<file path="config.mk">
export PLATFORM = sky130hd
export DESIGN_NAME = mult32_seq
export DESIGN_NICKNAME = d
export VERILOG_FILES = /design/src/rtl/mult32_seq_pkg.sv /design/src/rtl/mult32_seq_dp.sv /design/src/rtl/mult32_seq.sv
export SDC_FILE = /design/constraint.sdc
export NUM_CORES = 1
export LEC_CHECK = 0
export ABC_AREA = 1
export CAP_MARGIN = 10
export CORE_AREA = 2 2 179 181
export CTS_BUF_LIST = sky130_fd_sc_hd__clkbuf_2 sky130_fd_sc_hd__clkbuf_4 sky130_fd_sc_hd__clkbuf_8
export CTS_CLUSTER_SIZE = 25
export DETAILED_ROUTE_END_ITERATION = 10
export DIE_AREA = 0 0 181 183
export GPL_ROUTABILITY_DRIVEN = 0
export PLACE_DENSITY = 0.69
export SLEW_MARGIN = 10
export SYNTH_ARGS = -nofsm -noshare
export SYNTH_HDL_FRONTEND = slang
export SYNTH_HIERARCHICAL = 1
export SYNTH_SLANG_ARGS = --single-unit
</file>
<file path="constraint.sdc">
create_clock -name CLK -period 2.45 [get_ports CLK]
set_input_delay 0.49 -clock CLK [delete_from_list [all_inputs] [get_ports CLK]]
set_output_delay 0.49 -clock CLK [all_outputs]
set_load 0.02 [all_outputs]
</file>
<file path="src/rtl/mult32_seq_pkg.sv">
// Shared definitions for the iterative 32x32 multiplier sequencer:
// FSM state encodings, step count and counter width.
package mult32_seq_pkg;

   localparam int unsigned MULT_STEPS = 32;
   localparam int unsigned CNT_W      = 5;

   typedef enum logic [1:0] {
      MS_IDLE = 2'd0,
      MS_RUN  = 2'd1,
      MS_FIX  = 2'd2,
      MS_FIN  = 2'd3
   } ms_state_e;

endpackage

</file>
<file path="src/rtl/mult32_seq_dp.sv">
// Datapath of the iterative multiplier: operand magnitude capture, shared
// (WIDTH+1)-bit adder, 2*WIDTH shift accumulator, final sign fix, HI/LO regs.
// Ports:
//   CLK, RST   clock, synchronous active-high reset
//   load_i     capture operands/sign, clear accumulator high half
//   step_i     one add-and-shift step
//   fix_i      apply sign and load HI/LO
//   signed_i   operands are two's complement
//   a_i, b_i   multiplicand / multiplier
//   hi_o, lo_o registered product halves
import mult32_seq_pkg::*;

module mult32_seq_dp #(
   parameter int unsigned WIDTH = 32
) (
   input  logic             CLK,
   input  logic             RST,
   input  logic             load_i,
   input  logic             step_i,
   input  logic             fix_i,
   input  logic             signed_i,
   input  logic [WIDTH-1:0] a_i,
   input  logic [WIDTH-1:0] b_i,
   output logic [WIDTH-1:0] hi_o,
   output logic [WIDTH-1:0] lo_o
);

   localparam int unsigned PW = 2 * WIDTH;

   logic [WIDTH-1:0] mcand_q;
   logic [PW-1:0]    acc_q;     // {acc_hi, mplier}
   logic             neg_q;
   logic [WIDTH-1:0] hi_q, lo_q;

   logic             a_neg_c, b_neg_c, neg_c;
   logic [WIDTH-1:0] a_mag_c, b_mag_c, addend_c;
   logic [WIDTH:0]   sum_c;
   logic [PW-1:0]    prod_c;

   // Operand magnitudes; the most negative value maps to itself, which is
   // the correct unsigned magnitude.
   always_comb begin
      a_neg_c = signed_i & a_i[WIDTH-1];
      b_neg_c = signed_i & b_i[WIDTH-1];
      neg_c   = signed_i & (a_i[WIDTH-1] ^ b_i[WIDTH-1]);
      a_mag_c = a_neg_c ? (~a_i + WIDTH'(1)) : a_i;
      b_mag_c = b_neg_c ? (~b_i + WIDTH'(1)) : b_i;
   end

   // Shared adder; carry is kept and shifted into the accumulator MSB.
   always_comb begin
      addend_c = acc_q[0] ? mcand_q : WIDTH'(0);
      sum_c    = {1'b0, acc_q[PW-1:WIDTH]} + {1'b0, addend_c};
      prod_c   = neg_q ? (~acc_q + PW'(1)) : acc_q;
   end

   always_ff @(posedge CLK) begin
      if (RST) begin
         mcand_q <= '0;
         acc_q   <= '0;
         neg_q   <= 1'b0;
         hi_q    <= '0;
         lo_q    <= '0;
      end else begin
         if (load_i) begin
            mcand_q <= a_mag_c;
            acc_q   <= {WIDTH'(0), b_mag_c};
            neg_q   <= neg_c;
         end
         if (step_i) begin
            acc_q <= {sum_c, acc_q[WIDTH-1:1]};
         end
         if (fix_i) begin
            hi_q <= prod_c[PW-1:WIDTH];
            lo_q <= prod_c[WIDTH-1:0];
         end
      end
   end

   assign hi_o = hi_q;
   assign lo_o = lo_q;

endmodule

</file>
<file path="src/rtl/mult32_seq.sv">
// Iterative multiplier sequencer: FSM, step counter and BUSY/DONE flags.
// One multiplier bit per clock; result in HI/LO 33 edges after START.
// Ports:
//   CLK, RST  clock, synchronous active-high reset
//   START     request, honoured only in IDLE
//   SIGNED    two's-complement operands when 1
//   A, B      multiplicand / multiplier
//   HI, LO    registered product [63:32] / [31:0]
//   BUSY      high in RUN and FIX
//   DONE      one-cycle completion pulse
import mult32_seq_pkg::*;

module mult32_seq #(
   parameter int unsigned WIDTH = 32
) (
   input  logic             CLK,
   input  logic             RST,
   input  logic             START,
   input  logic             SIGNED,
   input  logic [WIDTH-1:0] A,
   input  logic [WIDTH-1:0] B,
   output logic [WIDTH-1:0] HI,
   output logic [WIDTH-1:0] LO,
   output logic             BUSY,
   output logic             DONE
);

   localparam logic [CNT_W-1:0] LAST_STEP = CNT_W'(MULT_STEPS - 1);

   ms_state_e        state_q, state_d;
   logic [CNT_W-1:0] cnt_q, cnt_d;
   logic             busy_q, busy_d;
   logic             done_q, done_d;
   logic             load_c, step_c, fix_c;

   // Next-state, counter and datapath enables.
   always_comb begin
      state_d = state_q;
      cnt_d   = cnt_q;
      load_c  = 1'b0;
      step_c  = 1'b0;
      fix_c   = 1'b0;
      unique case (state_q)
         MS_IDLE: begin
            if (START) begin
               load_c  = 1'b1;
               cnt_d   = '0;
               state_d = MS_RUN;
            end
         end
         MS_RUN: begin
            step_c = 1'b1;
            cnt_d  = cnt_q + CNT_W'(1);
            if (cnt_q == LAST_STEP) begin
               state_d = MS_FIX;
            end
         end
         MS_FIX: begin
            fix_c   = 1'b1;
            state_d = MS_FIN;
         end
         MS_FIN: begin
            state_d = MS_IDLE;
         end
         default: begin
            state_d = MS_IDLE;
         end
      endcase
      busy_d = (state_d == MS_RUN) || (state_d == MS_FIX);
      done_d = (state_d == MS_FIN);
   end

   always_ff @(posedge CLK) begin
      if (RST) begin
         state_q <= MS_IDLE;
         cnt_q   <= '0;
         busy_q  <= 1'b0;
         done_q  <= 1'b0;
      end else begin
         state_q <= state_d;
         cnt_q   <= cnt_d;
         busy_q  <= busy_d;
         done_q  <= done_d;
      end
   end

   mult32_seq_dp #(
      .WIDTH (WIDTH)
   ) u_dp (
      .CLK      (CLK),
      .RST      (RST),
      .load_i   (load_c),
      .step_i   (step_c),
      .fix_i    (fix_c),
      .signed_i (SIGNED),
      .a_i      (A),
      .b_i      (B),
      .hi_o     (HI),
      .lo_o     (LO)
   );

   assign BUSY = busy_q;
   assign DONE = done_q;

endmodule

</file>
## Word-level counts from Yosys, hierarchy flattened

Index checks and enable logic that the tools add are counted.

- RAM bits: 0
- Memory bits (read-only): 0
- Register bits: 170
- Output and inout port bits: 66
- Logic and storage cells: 49
- Input bits: 68
- Bits in latches: 0
- Memories: 0

- $add $sub $neg: 5
- Reduce and logical (&&, ||, !) cells: 5
- Bitwise operators: 7
- Equality and inequality tests: 8
- Multipliers: 0
- Shift operators: 0
- Magnitude comparators: 0
- Div/mod/pow operators: 0
- Mux-type cells: 15

Operator list:

| kind | count |
|---|---|
| two-way mux 64 bit | 3 |
| two-way mux 32 bit | 3 |
| adder 32 x 1 -> 32 bit, second input constant | 2 |
| adder 64 x 1 -> 64 bit, second input constant | 1 |
| inverter 32 bit | 2 |
| inverter 64 bit | 1 |
| adder 32 x 32 -> 33 bit | 1 |
| one-hot mux 5 bit (2 select lines) | 1 |
| equality test 2 bit, second input constant | 4 |
| one-hot mux 2 bit (4 select lines) | 1 |
| adder 5 x 1 -> 5 bit, second input constant | 1 |
| equality test 5 bit, second input constant | 1 |
| two-way mux 5 bit | 1 |
| equality test 2 x 1 -> 1 bit, second input constant | 2 |
| two-way mux 1 bit | 4 |
| two-way mux 2 bit | 2 |
| nonzero test 2 bit | 2 |
| bitwise AND 1 bit | 3 |
| zero test 2 bit | 1 |
| inequality test 2 bit, second input constant | 1 |
| AND reduction 2 bit | 1 |
| logical OR 1 bit | 1 |
| XOR 1 bit | 1 |

## Longest topological paths before layout

- Depth after elaboration: 5
- Mapped depth: 18
- Depth with buffers taken out: 16

## Hierarchy

The synthesis kept the hierarchy.

By module, submodules not included:

| module | area each (sq um) | instances | cells an instance | seq. area each (sq um) |
|---|---|---|---|---|
| mult32_seq_dp | 12,503.2 | 1 | 2,191 | 3,223.1 |
| mult32_seq | 395.4 | 1 | 54 | 180.2 |

## Worst setup path before layout

No wires, ideal clock.

- Path type: reg-to-reg
- Start: register u_dp.acc_q[0]
- End: register u_dp.acc_q[63]
- Library setup time: 0.070 ns
- Cell stages (with the launch flop): 19
- Data arrival time: 2.196 ns
- Setup slack: 0.184 ns
- Data required time: 2.380 ns
- Cell sequence: dfxtp_1 -> buf_6 -> clkbuf_1 -> nand2_1 -> inv_1 -> ha_1 -> inv_1 -> fa_1 -> inv_1 -> nand3_1 -> nand3_1 -> nand2_1 -> nand2_1 -> nand3_1 -> nand2_1 -> nand2_1 -> nand2_1 -> nand2_1 -> a21oi_1

- Word-level cells in the longest chain between the ends: 3

Ends and longest elaborated chain:

| what | line | source |
|---|---|---|
| from (decl) | mult32_seq_dp.sv:31 | `logic [PW-1:0] acc_q;` |
| from (signal assigned) | mult32_seq_dp.sv:67 | `acc_q <= {WIDTH'(0), b_mag_c};` |
| from (signal assigned) | mult32_seq_dp.sv:71 | `acc_q <= {sum_c, acc_q[WIDTH-1:1]};` |
| two-way mux 32 bit | mult32_seq_dp.sv:52 | `addend_c = acc_q[0] ? mcand_q : WIDTH'(0);` |
| adder 32 x 32 -> 33 bit | mult32_seq_dp.sv:53 | `sum_c = {1'b0, acc_q[PW-1:WIDTH]} + {1'b0, addend_c};` |
| two-way mux 64 bit | mult32_seq_dp.sv:70 | `if (step_i) begin` |

Every way passes these cells.
A chain may end at the register's enable or synchronous reset.

## Final worst setup path

- Start: register u_dp.acc_q[0]
- End: register u_dp.acc_q[55]

Same word-level chain as after synthesis.

==> summary.md <==
| Metric | Value |
|---|---|
| Total Routed Length | 42300 um |
| CP Buf/Inv Count | 4 |
| Peak fanout along the critical path | 18 |
| Hpwl dp | 32800 um |
| Xor/xnor share of the synthesized area | 0.0190 |
| Switching fraction of total power | 0.341 |
| Initial antenna violation count | 0 |
| Final hold violation count | 0 |
| Ratio of cells with drive above 1 in the final layout | 0.0707 |
| P per Cell Area | 449 nW/um^2 |
| IO Port Bufs | 133 |
| Max Clock Freq | ~430 MHz |
| P_leak | 7.77 nW |
| First-pass GRT wire length | 67900 um |
| Worst-Skew Late Latency | 0.50 ns |
| Core Footprint | 31200 um^2 |
| Max incr delay on CP | 0.36 ns |
| Asr flop ratio synth | 0 |
| DR WL met3 | 2920 um |
| DP Area | ~15000 um^2 |
| Post-cts hold buffer count | 0 |
| Logic pwr share | 0.239 |
| Status | finished, final reports clean |
| Layout Nets | 2496 |
| Netlist area before placement | 12900 um^2 |
| Post-synthesis simple-gate area fraction | 0.412 |
| Post-synthesis mux area share | 0 |
| Area growth syn-to-layout | 20.7% |
| Critical path required time | 2.81 ns |
| Syn avg cell area | 5.75 um^2 |
| Met1 wire length | 19900 um |
| Share of the yosys chip area belonging to registers | 0.264 |
| Worst slew pin tran | 0.651 ns |
| Non-filler cells, final | ~2800 |
| Total global-route track usage | 0.253 |
| Post-synth EDFFs | 0 |
| Gr ovfl total | 0 |
| Mapped Cells | 2245 |
| Clock Tree Root | clkbuf_8 |
| Via density | roughly 5.2 |
| Peak supply drop | about 0.34 mV |
| CP Launch Type | flip-flop |
| Final core utilization | 0.498 |
| Max Cap Violations | 0 |
| ANT cells | 0 |
| Main combinational cell family by area after synthesis | simple AND/OR/NAND/NOR gates |
| Initial DRT Pass Iterations | 6 |
| Clock share of power | 0.334 |
| Commonest non-fill, non-tap cells in the layout | nand2_1 (647), inv_1 (326), nor2_1 (317) |
| Pwr Total | 6.99 mW |
| DRC | 0 |
| Switch Pwr | 2.38 mW |
| Final Setup Violations | 0 |
| Clock Sinks | 170 |
| Die ar. | 33100 um^2 |
| Via count | 14700 |
| Number of synthesized register bits | 170 |
| Worst min path class | reg -> reg |
| Top_reg_cell synth | dfxtp_1 |
| Layout Skew | ~0.026 ns |
| Max layer used | met4 |
| Max-slew violation count | 0 |
| Clock slew at reported path FFs | 0.09 ns |
| DIE HEIGHT | between 150 and 200 um |
| IO Pins | 134 |
| Syn. warnings | 6 |
| Fin worst setup slack | 0.129 ns |
| CTS tree | done |
| Routed Antenna Nets | 0 |
| CTS resizes | 0 |
| Adder-Cell Fraction of Synth Area | 0.0374 |
| Post-synthesis compound-gate area fraction | 0.148 |
| Largest net degree at the start of global routing | 111 |
| Cell family with most CP delay | simple AND/OR/NAND/NOR gates |
| Cell mode on critical path | nand2_1 |
| CP cell instances | buf_6 -> nand2_1 -> inv_1 -> ha_1 -> nand2_1 -> nor2_1 -> inv_1 -> o21bai_1 -> buf_4 -> nand2_1 -> nand3_1 -> nand2_1 -> nand3_1 -> a21oi_1 |
| Row cnt | 65 |
| Clock buffer depth | 2 |
| Rel. slew slack | 0.566 |
| Vias in the first global route | 13200 |
| Initial core utilization | 0.413 |
| H-tree levels | 4 |
| Die X | 181 um |
| Syn Nets | 2351 |
| TritonCTS Buffers | 17 |
| Worst EP arrival | 2.68 ns |
| WL met2 | around 18000 um |
| Post-synthesis cell type count | 44 |
| CP max stage cell | ha_1 |
| Internal Pwr Total | 4.61 mW |
| Pre-CTS setup slack | -0.0357 ns |
| Post-route cell area | approximately 16000 um^2 |
| Routed length per placed instance | 15.1 um |
| Post-CTS Setup Bufs | 0 |
| Post-Place Cells | 2773 |
| Reg power frac | 0.427 |
| Commonest non-fill, non-tap cell in the layout | nand2_1 |
| CP Class | reg -> reg |
| Initial drt markers | ~1400 |
| R2R setup slack | 0.13 ns |
| Crit. End Element | flip-flop |
| Tmin final | 2.32 ns |
| Tcrit/Tclk final | 0.947 |
per-layer routing:
metal | vias to the layer above | GRT usage
li1 | 7437 | -
met1 | 6538 | 0.359
met2 | 602 | 0.380
met3 | 113 | 0.0316
met4 | 0 | 0.124
met5 | - | 0
registers in the layout, summed over array words and instances (netlist names):
register,cells
DONE,1
u_dp/hi_o,32
u_dp/acc_q,64
u_dp/lo_o,32
state_q,2
BUSY,1
cnt_q,5
u_dp/mcand_q,32
u_dp/neg_q,1
worst min-delay path: cells and delay by family (launching register included):
| kind | cells | cell delay, ns |
|---|---|---|
| flip-flops | 1 | 0.32 |
| AO/OA/AOI/OAI | 1 | 0.05 |
| AND/OR/NAND/NOR | 1 | 0.06 |
layout make-up:
class	count	area, um^2
Clock inverter	14	209
Clock buffer	18	241
Inverter	333	1250
Timing Repair Buffer	200	1940
Fill cell	3240	15700
Multi-Input combinational cell	1668	8020
Tap cell	402	503
Sequential cell	170	3400
power groups by stage:
stage / registers [mW] / clock network, mW / logic, mW
2_1_floorplan: 3.00 / 0 / 1.13
3_3_place_gp: 3.04 / 0 / 1.61
3_5_place_dp: 3.04 / 0 / 1.63
4_1_cts: 2.98 / 2.38 / 1.64
5_1_grt: 3.00 / 2.47 / 1.87
6_report: 2.99 / 2.33 / 1.67
Yosys cell counts, types with 9 or more instances:
library cell / count / area [um^2]
a22oi_1: 17 / 128
or2_2: 10 / 62.6
nor3_1: 18 / 90.1
ha_1: 37 / 463
a21oi_1: 145 / 726
nand2_2: 12 / 75.1
buf_1: 10 / 37.5
nand3b_1: 9 / 67.6
xor2_1: 22 / 193
dfxtp_1: 170 / 3400
nor2_1: 321 / 1200
o221ai_1: 16 / 140
nand2_1: 651 / 2440
clkbuf_1: 55 / 206
a31oi_1: 15 / 93.8
nand3_1: 188 / 941
o21ai_0: 103 / 515
nand4_1: 36 / 225
inv_1: 328 / 1230
per-stage QoR:
step	TNS, ns	hold slack [ns]
CTS	0	0.482
global route	-0.0302	0.497
detailed placement	-0.0357	0.466
global placement	-0.0212	0.454
floorplan	0	0.444
finish	0	0.478
final timing paths:
path	endpoint	cells past startpoint	start
min reg2reg	cnt_q[4]	2	cnt_q[4]
max reg2reg	u_dp/acc_q[55]	14	u_dp/acc_q[0]
min	cnt_q[4]	2	cnt_q[4]
max	u_dp/acc_q[55]	14	u_dp/acc_q[0]
cell families (layout without fill, tap and decap cells):
kind of cell    count (synthesis)  after routing
compound gates                335            335
xor+xnor                       28             28
fa+ha+maj                      38             38
buf+inv                       407            565
flops                         170            170
simple gates                 1267           1267
Note: power is estimated with default switching activity, not from simulation.
